==> src/rtl/ibex_vector_conv_pkg.sv <==
// Shared types, sharpen preset and the shift/clamp helper for the vector convolution unit.
package ibex_vector_conv_pkg;

   typedef enum logic [1:0] {
      MODE_BANK     = 2'd0,
      MODE_SELECT   = 2'd1,
      MODE_SHARPEN  = 2'd2,
      MODE_BANK_ALT = 2'd3
   } conv_mode_e;

   typedef enum logic [1:0] {
      IDLE  = 2'd0,
      ACCUM = 2'd1,
      OUT   = 2'd2
   } conv_state_e;

   localparam int SHARPEN_TAPS = 9;
   localparam int SHARPEN_W    = 8;

   // Tap t lives at [t*8 +: 8]; centre +5, edge neighbours -1, corners 0.
   localparam logic [SHARPEN_TAPS*SHARPEN_W-1:0] SHARPEN_3X3 = 72'h00_FF_00_FF_05_FF_00_FF_00;

   // Returns {value[31:0], sat} so callers can keep just the low PIX_W+1 bits.
   function automatic logic [32:0] shift_clamp(input logic signed [63:0] acc,
                                               input logic [4:0]         shamt,
                                               input int unsigned        pix_w);
      logic signed [63:0] shifted;
      logic signed [63:0] max_pix;
      logic [32:0]        res;
      shifted = acc >>> shamt;
      max_pix = (64'sd1 <<< pix_w) - 64'sd1;
      if (shifted < 64'sd0) begin
         res = {32'd0, 1'b1};
      end else if (shifted > max_pix) begin
         res = {max_pix[31:0], 1'b1};
      end else begin
         res = {shifted[31:0], 1'b0};
      end
      return res;
   endfunction

endpackage

==> src/rtl/ibex_vector_conv_lane.sv <==
// One multiply lane: unsigned pixel times signed coefficient, sign-extended to the accumulator width.
module ibex_vector_conv_lane #(
   parameter int PIX_W  = 8,
   parameter int COEF_W = 8,
   parameter int ACC_W  = 24
) (
   input  logic        [PIX_W-1:0]  pix,
   input  logic signed [COEF_W-1:0] coef,
   output logic signed [ACC_W-1:0]  product
);

   logic signed [PIX_W:0]        pix_s;
   logic signed [PIX_W+COEF_W:0] prod_full;

   assign pix_s     = {1'b0, pix};
   assign prod_full = pix_s * coef;
   assign product   = {{(ACC_W-PIX_W-COEF_W-1){prod_full[PIX_W+COEF_W]}}, prod_full};

endmodule

==> src/rtl/ibex_vector_conv_unit.sv <==
// Sequential KxK convolution: LANES products per beat, then arithmetic shift and clamp to a pixel.
module ibex_vector_conv_unit
   import ibex_vector_conv_pkg::*;
#(
   parameter int NUM_TAPS = 9,
   parameter int LANES    = 3,
   parameter int PIX_W    = 8,
   parameter int COEF_W   = 8,
   parameter int ACC_W    = 24
) (
   input  logic                      clk_i,
   input  logic                      rst_i,
   input  logic                      in_valid_i,
   output logic                      in_ready_o,
   input  logic [NUM_TAPS*PIX_W-1:0] pix_i,
   input  logic [1:0]                mode_i,
   input  logic [$clog2(NUM_TAPS)-1:0] tap_sel_i,
   input  logic [4:0]                shift_i,
   input  logic                      coef_we_i,
   input  logic [$clog2(NUM_TAPS)-1:0] coef_addr_i,
   input  logic [COEF_W-1:0]         coef_wdata_i,
   output logic                      out_valid_o,
   input  logic                      out_ready_i,
   output logic [PIX_W-1:0]          result_o,
   output logic                      sat_o,
   output logic                      busy_o
);

   localparam int BEATS  = (NUM_TAPS + LANES - 1) / LANES;
   localparam int PAD    = BEATS * LANES;
   localparam int TAP_W  = $clog2(NUM_TAPS);
   localparam int BEAT_W = (BEATS > 1) ? $clog2(BEATS) : 1;
   localparam int IDX_W  = (PAD > 1) ? $clog2(PAD) : 1;
   localparam logic [BEAT_W-1:0] LAST_BEAT  = BEAT_W'(BEATS - 1);
   localparam logic [TAP_W:0]    TAPS_LIMIT = (TAP_W+1)'(NUM_TAPS);

   if (ACC_W < PIX_W + COEF_W + 1 + $clog2(NUM_TAPS)) begin : g_acc_check
      $error("ACC_W too narrow for NUM_TAPS products");
   end
   if (ACC_W > 64 || PIX_W > 31) begin : g_width_check
      $error("ACC_W must be <= 64 and PIX_W <= 31");
   end
   if (NUM_TAPS != SHARPEN_TAPS) begin : g_sharpen_check
      $error("sharpen preset requires NUM_TAPS == 9");
   end

   conv_state_e               state;
   logic [NUM_TAPS*PIX_W-1:0] pix_p0;
   conv_mode_e                mode_p0;
   logic [TAP_W-1:0]          tap_sel_p0;
   logic [4:0]                shift_p0;
   logic [BEAT_W-1:0]         beat_p1;
   logic signed [ACC_W-1:0]   acc_p1;
   logic [PIX_W-1:0]          result_p2;
   logic                      sat_p2;
   logic signed [COEF_W-1:0]  bank [NUM_TAPS];

   logic        [PIX_W-1:0]   tap_pix  [PAD];
   logic signed [COEF_W-1:0]  tap_coef [PAD];
   logic signed [ACC_W-1:0]   products [LANES];
   logic signed [ACC_W-1:0]   beat_sum;
   logic signed [ACC_W-1:0]   acc_next;
   logic [PIX_W:0]            clamp_word;

   // Per-tap pixel/coefficient view; padding taps past NUM_TAPS read as zero.
   for (genvar t = 0; t < PAD; t++) begin : g_tap
      if (t < NUM_TAPS) begin : g_real
         localparam int SIDX = (t < SHARPEN_TAPS) ? t : 0;
         localparam logic signed [SHARPEN_W-1:0] PRESET_RAW =
            (t < SHARPEN_TAPS) ? SHARPEN_3X3[SIDX*SHARPEN_W +: SHARPEN_W] : '0;
         localparam logic signed [COEF_W-1:0] PRESET = COEF_W'(PRESET_RAW);

         assign tap_pix[t] = pix_p0[t*PIX_W +: PIX_W];

         always_comb begin
            case (mode_p0)
               MODE_SELECT:  tap_coef[t] = (tap_sel_p0 == TAP_W'(t)) ? COEF_W'(1) : '0;
               MODE_SHARPEN: tap_coef[t] = PRESET;
               default:      tap_coef[t] = bank[t];
            endcase
         end
      end else begin : g_pad
         assign tap_pix[t]  = '0;
         assign tap_coef[t] = '0;
      end
   end

   for (genvar l = 0; l < LANES; l++) begin : g_lane
      logic [IDX_W-1:0] idx;
      assign idx = IDX_W'(int'(beat_p1) * LANES + l);

      ibex_vector_conv_lane #(
         .PIX_W  (PIX_W),
         .COEF_W (COEF_W),
         .ACC_W  (ACC_W)
      ) u_lane (
         .pix     (tap_pix[idx]),
         .coef    (tap_coef[idx]),
         .product (products[l])
      );
   end

   always_comb begin
      beat_sum = '0;
      for (int l = 0; l < LANES; l++) begin
         beat_sum = beat_sum + products[l];
      end
   end

   assign acc_next   = acc_p1 + beat_sum;
   assign clamp_word = (PIX_W+1)'(shift_clamp(64'(acc_next), shift_p0, PIX_W));

   // p0: window capture; p1: beat accumulation; p2: shifted and clamped result.
   always_ff @(posedge clk_i or posedge rst_i) begin
      if (rst_i) begin
         state      <= IDLE;
         pix_p0     <= '0;
         mode_p0    <= MODE_BANK;
         tap_sel_p0 <= '0;
         shift_p0   <= '0;
         beat_p1    <= '0;
         acc_p1     <= '0;
         result_p2  <= '0;
         sat_p2     <= 1'b0;
      end else begin
         case (state)
            IDLE: begin
               if (in_valid_i) begin
                  pix_p0     <= pix_i;
                  mode_p0    <= conv_mode_e'(mode_i);
                  tap_sel_p0 <= tap_sel_i;
                  shift_p0   <= shift_i;
                  beat_p1    <= '0;
                  acc_p1     <= '0;
                  state      <= ACCUM;
               end
            end
            ACCUM: begin
               acc_p1 <= acc_next;
               if (beat_p1 == LAST_BEAT) begin
                  result_p2 <= clamp_word[PIX_W:1];
                  sat_p2    <= clamp_word[0];
                  state     <= OUT;
               end else begin
                  beat_p1 <= beat_p1 + 1'b1;
               end
            end
            OUT: begin
               if (out_ready_i) state <= IDLE;
            end
            default: state <= IDLE;
         endcase
      end
   end

   // Bank writes land only while idle, so an accept in the same cycle sees the new value.
   always_ff @(posedge clk_i or posedge rst_i) begin
      if (rst_i) begin
         for (int t = 0; t < NUM_TAPS; t++) bank[t] <= '0;
      end else if (state == IDLE && coef_we_i && ({1'b0, coef_addr_i} < TAPS_LIMIT)) begin
         bank[coef_addr_i] <= coef_wdata_i;
      end
   end

   assign in_ready_o  = (state == IDLE);
   assign out_valid_o = (state == OUT);
   assign busy_o      = (state != IDLE);
   assign result_o    = result_p2;
   assign sat_o       = sat_p2;

endmodule

==> config.mk <==
export PLATFORM = sky130hd
export DESIGN_NAME = ibex_vector_conv_unit
export DESIGN_NICKNAME = d
export VERILOG_FILES = /design/src/rtl/ibex_vector_conv_pkg.sv /design/src/rtl/ibex_vector_conv_lane.sv /design/src/rtl/ibex_vector_conv_unit.sv
export SDC_FILE = /design/constraint.sdc
export NUM_CORES = 1
export LEC_CHECK = 0
export ABC_CLOCK_PERIOD_IN_PS = 13340
export BUFFER_PORTS_ARGS = -buffer_cell sky130_fd_sc_hd__buf_2
export CORE_UTILIZATION = 50
export CTS_CLUSTER_DIAMETER = 120
export DETAILED_ROUTE_END_ITERATION = 8
export PLACE_DENSITY = 0.78
export SKIP_LAST_GASP = 1
export SLEW_MARGIN = 25
export SYNTH_ARGS = -nofsm -noshare
export SYNTH_HDL_FRONTEND = slang
export SYNTH_SLANG_ARGS = --single-unit
==> constraint.sdc <==
create_clock -name clk_i -period 13.34 [get_ports clk_i]
set_input_delay 2.668 -clock clk_i [delete_from_list [all_inputs] [get_ports clk_i]]
set_output_delay 2.668 -clock clk_i [all_outputs]
set_load 0.005 [all_outputs]
==> out/summary.md <==
The flow ran to the end, and the final reports show no timing, DRC or antenna violations. Setup repair after global routing left no endpoint under its margin. The clock passes through at most 2 buffers. Synthesis inferred 192 register bits.

The share of the yosys chip area belonging to registers came out at 24.6%. Leaving out fill and tap cells, the most frequent cells in the layout are 233 x inv_1, 191 x dfrtp_1, 188 x fa_1. In this run the remaining antenna-violating nets after routing total 0. At the end of routability-driven placement, the weighted congestion stood at 0.963.

Counting every instance in the synthesized netlist gives 1906. The worst hold path belongs to the class flip-flop to flip-flop. In this design, the critical path's most frequently occurring cell is fa_1. The CTS H-tree depth is 4. Leaving out fill and tap cells, the most frequent cell in the layout is inv_1. The detailed placement HPWL was 39.6 mm. In this run, the number of DRC markers left after iteration 0 of detailed routing was 1492. Along the worst hold path, the cell count comes to 2. The cell class contributing the biggest share of worst-path delay was adder cells. The quantity of hold-fixing buffers added after cts came out at 0. The slowest cell on the critical path is ha_4. Entering global routing, the biggest net connects 109 pins.

The number of instances resized during post-cts repair was 0; the biggest cell delay along the critical path was 0.85 ns. STA classifies the critical path startpoint as a flip-flop. The tools report the number of filler cells placed in the layout as 3236. Once layout is done, the placed cells without fillers occupy 0.0213 sq mm. The final critical path time including I/O delays and setup was 11.54 ns; the via count of the first global-routing pass was 15500.

Summing over every cut layer, the via total after detailed routing is 15000. For this run, the post-layout net count is 2397. Type of destination of the critical path: a flip-flop.

The worst setup path is of the flip-flop to flip-flop kind. Synthesis instantiated 70 different standard cells from the library. Final hold violation count: 0. The run gives 0 as the remaining global-route overflow. The number of antenna violations at the first check in global routing is 3, and the routed wire length is 50.8 mm. Setup violations remaining at the end of the flow were counted as 0. The die covers 0.0399 sq mm.

The TritonCTS buffer count was 17. The cell type contributing the most total cell area after synthesis was dfrtp_1. From bottom edge to top edge, the die measures 200 um. Ranked by total cell area, the synthesized netlist is headed by dfrtp_1 25%, fa_1 19%, ha_1 9.0%.

The setup clock skew after layout was 0.0156 ns; the post-CTS repair timing setup buffer count was 0. The first global-routing pass estimated 83.0 mm of wire. During synthesis, Yosys emitted a total of 0 warnings. Global routing used 27.0% of the available tracks. The cell count along the critical path was 30. Data arrives at the worst endpoint at 11.86 ns.

The clock reaches the later pin of the worst-skew pair after 0.47 ns. The average wire length per cell after detail routing was 20.3 um; the overall die width was 200 um. Adding up every negative setup slack in the final design gives 0 ns. The cell sitting at the root of the clock tree is a clkbuf_16. The CTS clock-pin slew for the worst setup and hold paths came out at 0.07 ns. The max-slew headroom at the worst pin was 30.2%; the area of the core region was 0.0386 sq mm.

Achievable frequency: 86.7 MHz. The most used flip-flop cell after synthesis is dfrtp_1. Synthesis produced a netlist with a net count of 2334. The number of violations of the max-capacitance limit was 0.

The area growth from synthesis to layout was 8.78%. The final routed DRC violation total is 0. Share of synthesized registers carrying an async set or reset: 100%.

A synthesized cell averages 10.3 sq um. The cell area that synthesis handed to floorplanning was 0.0196 sq mm. In this run the cell area measured after placement is 0.0206 sq mm. The number of enable-type register cells in the synthesized netlist was 0; the share of layout cells above drive strength 1 was 21.7%. Input and output buffers added on the ports amount to 111. Counting every sink on the clock net gives 192. TritonCTS built the clock tree. The largest fanout on the critical path came out at 59.

The worst path uses 86.5% of the clock period. The initial standard-cell utilization of the core was 50.6%; the fraction of synthesized cell area taken by the top area cell type was 24.6%. The critical path contains buffers and inverters numbering 5 combined. For the worst setup path, the data required time is 13.66 ns.

Pin placement for this block handled 112 I/O pins. Row generation in the floorplan step produced 72 rows. The count of pins over their slew limit was 0; the number of detailed-route iterations in the first pass was 5. The slew at the pin closest to its max-slew limit is 1.04 ns, and the number of vias per cell is 6.00.

Depth of the worst register-to-register path: 30.
-- kinds of logic after synthesis --
logic type,Yosys count,share of synthesized area (%)
xor+xnor,28,1.25
compound gates,312,10.3
mux,268,18.5
flops,192,24.6
simple gates,452,10.8
buf+inv,326,6.40
fa+ha+maj,328,28.2
-- worst min-delay path: stages, from the launching register on --
cell,delay (ns)
dfrtp_1,0.36
nand2_1,0.05
o21ai_0,0.06
-- sequential cells by signal (all words and copies together), names as in the netlist --
name / count
bank: 72
result_o: 8
pix_p0: 72
tap_sel_p0: 4
beat_p1: 2
sat_o: 1
mode_p0: 2
state: 2
shift_p0: 5
acc_p1: 24
-- path summary, 6_finish.rpt --
kind	from	to	slack [ns]
worst max-delay path	beat_p1[0]	result_o[0]	1.80
worst max register to register	beat_p1[0]	result_o[0]	1.80
worst min-delay path	acc_p1[7]	acc_p1[7]	0.50
worst min register to register	acc_p1[7]	acc_p1[7]	0.50
max in group asynchronous	rst_i	pix_p0[70]	9.80
min in group asynchronous	rst_i	bank[39]	2.30
-- cells in the mapped netlist, types with 5 or more instances --
library cell and number:
mux2i_1 56, xor2_1 11, or2_2 22, nand3_1 21, a22oi_1 16, ha_1 140
fa_1 188, and2_1 14, nor2b_1 32, o21a_1 8, a21o_1 12, o21ai_0 64
mux4_2 59, clkbuf_1 62, dfrtp_1 192, a31oi_1 13, a22o_1 21, a21oi_1 104
mux2_2 152, xnor2_1 17, nor3_1 13, nand2b_1 24, nor2_1 157, a211oi_1 16
nand2_1 132, nand4_1 9, inv_1 234, o211ai_1 8, buf_1 15, buf_2 10
o21ai_1 8, nand3b_1 5
-- layer usage --
layer	GRT usage [%]	share of wire [%]
met3	5.12	7.5
met2	44.3	48
met1	35.6	41
met4	10.5	3.3
met5	0	0
-- metrics by stage --
stage          setup WS (ns)  util [%]  hold WS (ns)  instances
4_1_cts                 1.94      54.9         0.496       2498
2_1_floorplan           3.58         -         0.450       1906
3_3_place_gp            2.26      53.3         0.471       2466
6_report                1.80      55.0         0.500       2503
5_1_grt                 1.11      55.0         0.526       2503
3_5_place_dp            2.03      53.3         0.481       2466
-- area by class of cell --
| class | instances | area (sq um) | area share, % |
|---|---|---|---|
| clock inverter | 13 | 190 | 0.894 |
| multi-input combinational | 1388 | 13600 | 63.7 |
| antenna | 3 | 7.51 | 0.0353 |
| clock buffer | 19 | 443 | 2.08 |
| timing repair buffer | 133 | 724 | 3.41 |
| inverter | 237 | 897 | 4.22 |
| sequential | 192 | 4810 | 22.6 |
| tap | 518 | 648 | 3.05 |
Power is left out: the tool's default activity adds up to more than one toggle a clock period on the data nets, which glitch-free logic cannot reach.
